<file path="config.mk">
export PLATFORM = sky130hd
export DESIGN_NAME = us_cmd_builder
export DESIGN_NICKNAME = d
export VERILOG_FILES = /design/src/rtl/us_cmd_builder.sv
export SDC_FILE = /design/constraint.sdc
export NUM_CORES = 1
export LEC_CHECK = 0
export CAP_MARGIN = 20
export CORE_AREA = 2 2 117 119
export CTS_BUF_LIST = sky130_fd_sc_hd__clkbuf_2 sky130_fd_sc_hd__clkbuf_4 sky130_fd_sc_hd__clkbuf_8
export DETAILED_ROUTE_END_ITERATION = 8
export DIE_AREA = 0 0 119 121
export GPL_TIMING_DRIVEN = 0
export HOLD_SLACK_MARGIN = 0.02
export MAX_ROUTING_LAYER = met4
export PLACE_DENSITY = 0.76
export SLEW_MARGIN = 15
export SYNTH_ARGS = -nofsm -noshare
export SYNTH_HDL_FRONTEND = slang
export SYNTH_SLANG_ARGS = --single-unit
</file>
<file path="constraint.sdc">
create_clock -name clk -period 11.8 [get_ports clk]
set_input_delay 2.95 -clock clk [delete_from_list [all_inputs] [get_ports clk]]
set_output_delay 2.95 -clock clk [all_outputs]
set_load 0.02 [all_outputs]
</file>
<file path="src/rtl/us_cmd_builder.sv">
// rtl/us_cmd_builder.sv - upstream command builder: merges RX completions and 32-bit writes into the command FIFO
// Optional counters are enabled by defining US_CMD_BUILDER_STATS_EN.
module us_cmd_builder (
  input  logic         clk,
  input  logic         rst_n,
  input  logic         rx_req_vld_i,
  input  logic         rx_req_has_data_i,
  input  logic [2:0]   rx_tc_i,
  input  logic         rx_td_i,
  input  logic         rx_ep_i,
  input  logic [1:0]   rx_attr_i,
  input  logic [9:0]   rx_len_i,
  input  logic [15:0]  rx_rid_i,
  input  logic [7:0]   rx_tag_i,
  input  logic [7:0]   rx_be_i,
  input  logic [5:0]   rx_addr_i,
  output logic         rx_busy_o,
  input  logic         up_wr_req_i,
  input  logic [31:0]  up_wr_addr_i,
  input  logic [31:0]  up_wr_data_i,
  output logic         up_wr_ack_o,
  output logic         us_cmd_fifo_wr_en_o,
  output logic [127:0] us_cmd_fifo_din_o,
  input  logic         us_cmd_fifo_full_i,
  output logic [15:0]  cpl_cnt_o,
  output logic [15:0]  wr_cnt_o,
  output logic [15:0]  stall_cnt_o
);

  localparam logic [1:0] US_CMD_CPL_TYPE  = 2'b01;
  localparam logic [1:0] US_CMD_CPLD_TYPE = 2'b10;
  localparam logic [1:0] US_CMD_WR32_TYPE = 2'b11;

  localparam logic LG_RX = 1'b0;
  localparam logic LG_WR = 1'b1;

  typedef enum logic {UP_IDLE, UP_BLANK} up_state_e;

  up_state_e   up_state_q, up_state_d;
  logic        rx_vld_q, rx_vld_d;
  logic [63:0] rx_word_q, rx_word_d;
  logic        last_grant_q, last_grant_d;

  logic rx_pend, wr_pend, grant_rx, grant_wr, fifo_wr;

  // State register
  always_ff @(posedge clk) begin
    if (!rst_n) begin
      up_state_q   <= UP_IDLE;
      rx_vld_q     <= 1'b0;
      last_grant_q <= LG_WR;
    end else begin
      up_state_q   <= up_state_d;
      rx_vld_q     <= rx_vld_d;
      last_grant_q <= last_grant_d;
    end
    rx_word_q <= rx_word_d;
  end

  // Write-path FSM next state: one blank cycle after every granted write
  always_comb begin
    up_state_d = up_state_q;
    case (up_state_q)
      UP_IDLE:  if (fifo_wr && grant_wr) up_state_d = UP_BLANK;
      UP_BLANK: up_state_d = UP_IDLE;
      default:  up_state_d = UP_IDLE;
    endcase
  end

  // Arbitration and FIFO write port
  always_comb begin
    rx_pend  = rx_vld_q;
    wr_pend  = up_wr_req_i && (up_state_q == UP_IDLE);
    grant_rx = rx_pend && (!wr_pend || (last_grant_q == LG_WR));
    grant_wr = wr_pend && !grant_rx;
    fifo_wr  = rst_n && (grant_rx || grant_wr) && !us_cmd_fifo_full_i;
    us_cmd_fifo_din_o = '0;
    if (rst_n && grant_rx)
      us_cmd_fifo_din_o = {64'd0, rx_word_q};
    else if (rst_n && grant_wr)
      us_cmd_fifo_din_o = {up_wr_data_i, up_wr_addr_i & 32'hFFFF_FFFC, US_CMD_WR32_TYPE, 62'd0};
    us_cmd_fifo_wr_en_o = fifo_wr;
    up_wr_ack_o         = fifo_wr && grant_wr;
    rx_busy_o           = rst_n && rx_vld_q;
  end

  // RX holding register and round-robin pointer
  always_comb begin
    rx_vld_d     = rx_vld_q;
    rx_word_d    = rx_word_q;
    last_grant_d = last_grant_q;
    if (fifo_wr && grant_rx) begin
      rx_vld_d = 1'b0;
    end else if (rx_req_vld_i && !rx_vld_q) begin
      rx_vld_d  = 1'b1;
      rx_word_d = {(rx_req_has_data_i ? US_CMD_CPLD_TYPE : US_CMD_CPL_TYPE), 7'd0,
                   rx_tc_i, rx_td_i, rx_ep_i, rx_attr_i, rx_len_i,
                   rx_rid_i, rx_tag_i, rx_be_i, rx_addr_i};
    end
    if (fifo_wr) last_grant_d = grant_wr ? LG_WR : LG_RX;
  end

`ifdef US_CMD_BUILDER_STATS_EN
  logic [15:0] cpl_cnt_q, cpl_cnt_d, wr_cnt_q, wr_cnt_d, stall_cnt_q, stall_cnt_d;

  always_comb begin
    cpl_cnt_d   = cpl_cnt_q   + ((fifo_wr && grant_rx) ? 16'd1 : 16'd0);
    wr_cnt_d    = wr_cnt_q    + ((fifo_wr && grant_wr) ? 16'd1 : 16'd0);
    stall_cnt_d = stall_cnt_q + (((rx_pend || wr_pend) && us_cmd_fifo_full_i) ? 16'd1 : 16'd0);
  end

  always_ff @(posedge clk) begin
    if (!rst_n) begin
      cpl_cnt_q   <= '0;
      wr_cnt_q    <= '0;
      stall_cnt_q <= '0;
    end else begin
      cpl_cnt_q   <= cpl_cnt_d;
      wr_cnt_q    <= wr_cnt_d;
      stall_cnt_q <= stall_cnt_d;
    end
  end

  assign cpl_cnt_o   = rst_n ? cpl_cnt_q   : 16'd0;
  assign wr_cnt_o    = rst_n ? wr_cnt_q    : 16'd0;
  assign stall_cnt_o = rst_n ? stall_cnt_q : 16'd0;
`else
  assign cpl_cnt_o   = 16'd0;
  assign wr_cnt_o    = 16'd0;
  assign stall_cnt_o = 16'd0;
`endif

endmodule

</file>
# Word-level counts from Yosys, hierarchy flattened
# Cells that the tools add are included.
totals:
  input_bits: 125
  regBits: 60
  wordCells: 32
op_classes:
  n_mux: 6
  bitwise_logic: 3
  reduce_logical: 19
ops:
  columns: ["operator", "count"]
  rows:
  - ["$mux W128", 2]
  - ["$logic_and A1 B1 Y1", 11]
  - ["$logic_not A1 Y1", 4]
  - ["$not A1 Y1", 3]
  - ["$logic_or A1 B1 Y1", 2]
  - ["$mux W1", 2]
  - ["$mux W2", 1]
  - ["$pmux W1 S2", 1]
  - ["$reduce_and A2 Y1", 1]
  - ["$reduce_or A2 Y1", 1]

# Logic depth before layout (Yosys ltp)
logic_depth:
  depth_word: 13
  ltp_mapped: 4

# Worst setup path before layout
# Ideal clock, no wire load.
synth_path:
  kind: "in2out"
  from: "in up_wr_req_i"
  to: "out us_cmd_fifo_din_o[125]"
  slack_ns: 5.005
  required_ns: 8.850
  n_path_buf: 1
  t_arrival_ns: 3.845
  cell_stages: 3
  path_cell_list: "nand2b_4 -> buf_4 -> nor4_1"
synth_via:
  elab_chain_len: 9
  elab_cells_between_ends: 10
  cone_classes: "mux (2); reduce/logical (8)"
synth_rtl:
  columns: ["element", "line", "text"]
  rows:
  - ["from (decl)", "18", "input logic up_wr_req_i,"]
  - ["$logic_and A1 B1 Y1 (*)", "73", "wr_pend = up_wr_req_i && (up_state_q == UP_IDLE);"]
  - ["$logic_not A1 Y1", "74", "grant_rx = rx_pend && (!wr_pend || (last_grant_q == LG_WR));"]
  - ["$logic_or A1 B1 Y1", "74", null]
  - ["$logic_and A1 B1 Y1", "74", null]
  - ["$logic_not A1 Y1", "75", "grant_wr = wr_pend && !grant_rx;"]
  - ["$logic_and A1 B1 Y1", "75", null]
  - ["$logic_and A1 B1 Y1", "80", "else if (rst_n && grant_wr)"]
  - ["$mux W128", "80", null]
  - ["$mux W128 (*)", "78", "if (rst_n && grant_rx)"]
  - ["to (decl)", "23", "output logic [127:0] us_cmd_fifo_din_o,"]
# Every way passes the cells marked *; elsewhere a longest branch is shown, timed or not.

# Worst setup path in the final report
layout_path:
  from: "in rst_n"
  to: "out us_cmd_fifo_din_o[83]"
layout_via:
  elab_chain_len: 3
  elab_cells_between_ends: 4
  cone_classes: "mux (2); reduce/logical (2)"
layout_rtl:
  columns: ["element", "line", "text"]
  rows:
  - ["from (decl)", "5", "input logic rst_n,"]
  - ["$logic_and A1 B1 Y1", "80", null]
  - ["$mux W128", "80", null]
  - ["$mux W128 (*)", "78", null]
# Marks and branches as above.

==> flow_summary.json <==
{
  "status": "completed",
  "grt_pass1_vias": 3727,
  "grt_max_degree": 30,
  "finClkSkew_ps": 10.1,
  "path_buf_inv": 4,
  "drtIter0Drc": 128,
  "cts_max_level": 3,
  "slowest_stage": "clkdlybuf4s50_1",
  "postPlaceCellArea_um2": 7160,
  "synth_top_family_by_area": "simple AND/OR/NAND/NOR gates",
  "crit_family": "buffers and inverters",
  "clock.fmax_mhz": 125,
  "muxShareOfSynthArea_pct": 0,
  "drv_cap": 0,
  "clkLatencyLatePin_ps": 340,
  "seqCellArea_um2": 1770,
  "arrival_ps": 5020,
  "path_class": "in -> out",
  "routed_via_density": 4.26,
  "vias": 3601,
  "r2r-start": "rx_pend",
  "ys_seq_elements": 60,
  "cts_setup_buffers": 0,
  "grt-ovfl-total": 0,
  "fin_ws_ps": 3830,
  "crit_fanout": 10,
  "finalWirelength_um": 13400,
  "worstHoldPathCells": 2,
  "die_area_um2": 14400,
  "synthTopCellsByArea": "edfxtp_1 40%, nor4_2 18%, nor3b_2 12%",
  "cts_made_buffers": 9,
  "nNetsFinal": 790,
  "fp.dieH_um": 121,
  "synth_compound_area_share_pct": 0.975,
  "fillers": 1114,
  "place.gp.congestion": 0.805,
  "core_area_um2": 13100,
  "synth-xor-area-share_pct": 0,
  "die_w_um": 119,
  "cts.sinks": 60,
  "hold_buffers": 0,
  "final_area_um2": 7360,
  "cts-root-buf": "clkbuf_8",
  "cts_resized": 0,
  "yosysUniqueCellTypes": 25,
  "syn_inst": 352,
  "drive_above_1_share_pct": 31.2,
  "worstHoldStart": "last_grant_q",
  "grt_pass1_wl_um": 20200,
  "pin_count": 304,
  "leakagePower_uw": 0.00286,
  "netlist_area_um2": 4230,
  "critical_path.startpoint": "rst_n",
  "timing.setup.tns_ps": 0,
  "post-dp-hpwl_um": 10900,
  "crit_chain": "clkdlybuf4s50_1, inv_2, buf_6, nor4_2, clkdlybuf4s50_1",
  "crit_path_frequent_cell": "clkdlybuf4s50_1",
  "globalRouteTotalUtil_pct": 18.7,
  "hold_class": "reg -> reg",
  "syn_area_per_cell_um2": 12.0,
  "slew_violations": 0,
  "drcViolationCount": 0,
  "routedWlPerCell_um": 15.8,
  "power_density_nw_per_um2": 87.2,
  "worst_r2r_path_depth": 3,
  "holdWs_ps": 532,
  "rsz0062_at_grt": "no",
  "pre_cts_slack_ps": 3830,
  "fin_crit_ps": 7970,
  "synthAdderAreaFrac_pct": 0,
  "ant_nets": 0,
  "synth_top_area_share_pct": 40.4,
  "n_antenna_cell": 0,
  "synth-simple-area-share_pct": 34.4,
  "period_share_pct": 67.6,
  "antenna_found_initial": 0,
  "start_util_pct": 32.4,
  "yosys.area.top_type": "edfxtp_1",
  "clk_transition_reported_paths_ps": 60,
  "clockBufferDepth": 2,
  "portBuffers": 244,
  "ir_worst_vdd_mv": 0.0899,
  "ys_seq_area_share_pct": 41.8,
  "crit_required_ps": 8850,
  "start_kind": "input port",
  "setup_viol": 0,
  "multi_input_area_um2": 1720,
  "endpoint_kind": "primary output",
  "slowest_delay_ps": 670,
  "cts_tree": "built",
  "syn_to_final_growth_pct": 73.8,
  "first_pass_iters": 4,
  "yosys_warnings": 0,
  "hold_viol_final": 0,
  "cp.depth": 5,
  "placementRows": 42
}
layer usage:
metal / track usage [%] / up-vias / part of all wire (%)
met5: - / - / 0
met4: 6.18 / 0 / 2.1
met3: 7.19 / 21 / 10
met2: 33.2 / 193 / 52
met1: 19.0 / 1655 / 36
li1: - / 1732 / -
Yosys cell counts:
master    count
nand3_1       2
buf_4        64
o221ai_1      1
nor4_1        2
o32ai_1       2
and2_1        1
nor2b_1       2
nand2b_4      1
conb_1        1
buf_2         7
buf_6        17
a21oi_1       2
edfxtp_1     57
dfxtp_1       3
nor3b_2      40
o21ai_0       1
or3b_1        1
inv_1        66
nor3b_1      16
nor4_2       60
nor3_1        2
nand2_1       1
nand2b_1      1
inv_2         1
clkbuf_1      1
flip-flops by register name (all words and copies together), names as in the netlist:
name          cells
rx_word_q        57
last_grant_q      1
rx_pend           1
up_state_q        1
where the power goes:
part	total, µW	switching (µW)	internal, µW
Sequential	252	3.51	248
Combinational	205	102	103
Clock	184	84.7	99.7
logic make-up (layout without fill, tap and decap cells):
| kind of cell | after synthesis | in the layout |
|---|---|---|
| other | 1 | 57 |
| buffers and inverters | 156 | 418 |
| flip-flops | 60 | 60 |
| AO/OA/AOI/OAI | 6 | 6 |
| AND/OR/NAND/NOR | 129 | 129 |
layout by cell type, fill, tap and decap left out, types with 2 or more instances in the layout:
master / n
dfxtp_1: 3
a21oi_1: 2
clkbuf_8: 9
buf_6: 17
clkinv_4: 2
nand3_1: 2
nor3b_1: 16
nor3b_2: 40
nor4_1: 2
clkinv_2: 2
conb_1: 57
buf_4: 64
nor4_2: 60
inv_1: 66
clkdlybuf4s50_1: 244
buf_2: 7
edfxtp_1: 57
o32ai_1: 2
nor3_1: 2
final timing paths:
check,to,slack [ps]
max,us_cmd_fifo_din_o[83],3830
min,last_grant_q,530
max reg2reg,rx_word_q[54],10320
min reg2reg,last_grant_q,530
layout make-up:
class	instances	area share [%]
Timing Repair Buffer	246	33.8
Multi-Input combinational cell	192	23.3
Tap cell	176	2.99
Buffer	89	9.66
Clock buffer	10	1.79
Sequential cell	60	24.1
Inverter	67	3.42
Clock inverter	6	0.884
metrics by stage:
step / util, % / power [µW] / cells
floorplan: - / 371 / 408
detailed placement: 54.7 / 462 / 830
CTS: 56.2 / 649 / 846
finish: 56.2 / 642 / 846
global placement: 54.3 / 457 / 828
global route: 56.2 / 669 / 846
worst register-to-register path: cells and delay by family, from the launching register on:
| kind | cells | cell delay, ps |
|---|---|---|
| buffers and inverters | 2 | 430 |
| AND/OR/NAND/NOR | 1 | 350 |
| flip-flops | 1 | 400 |
Power figures use the tool's default switching activity.
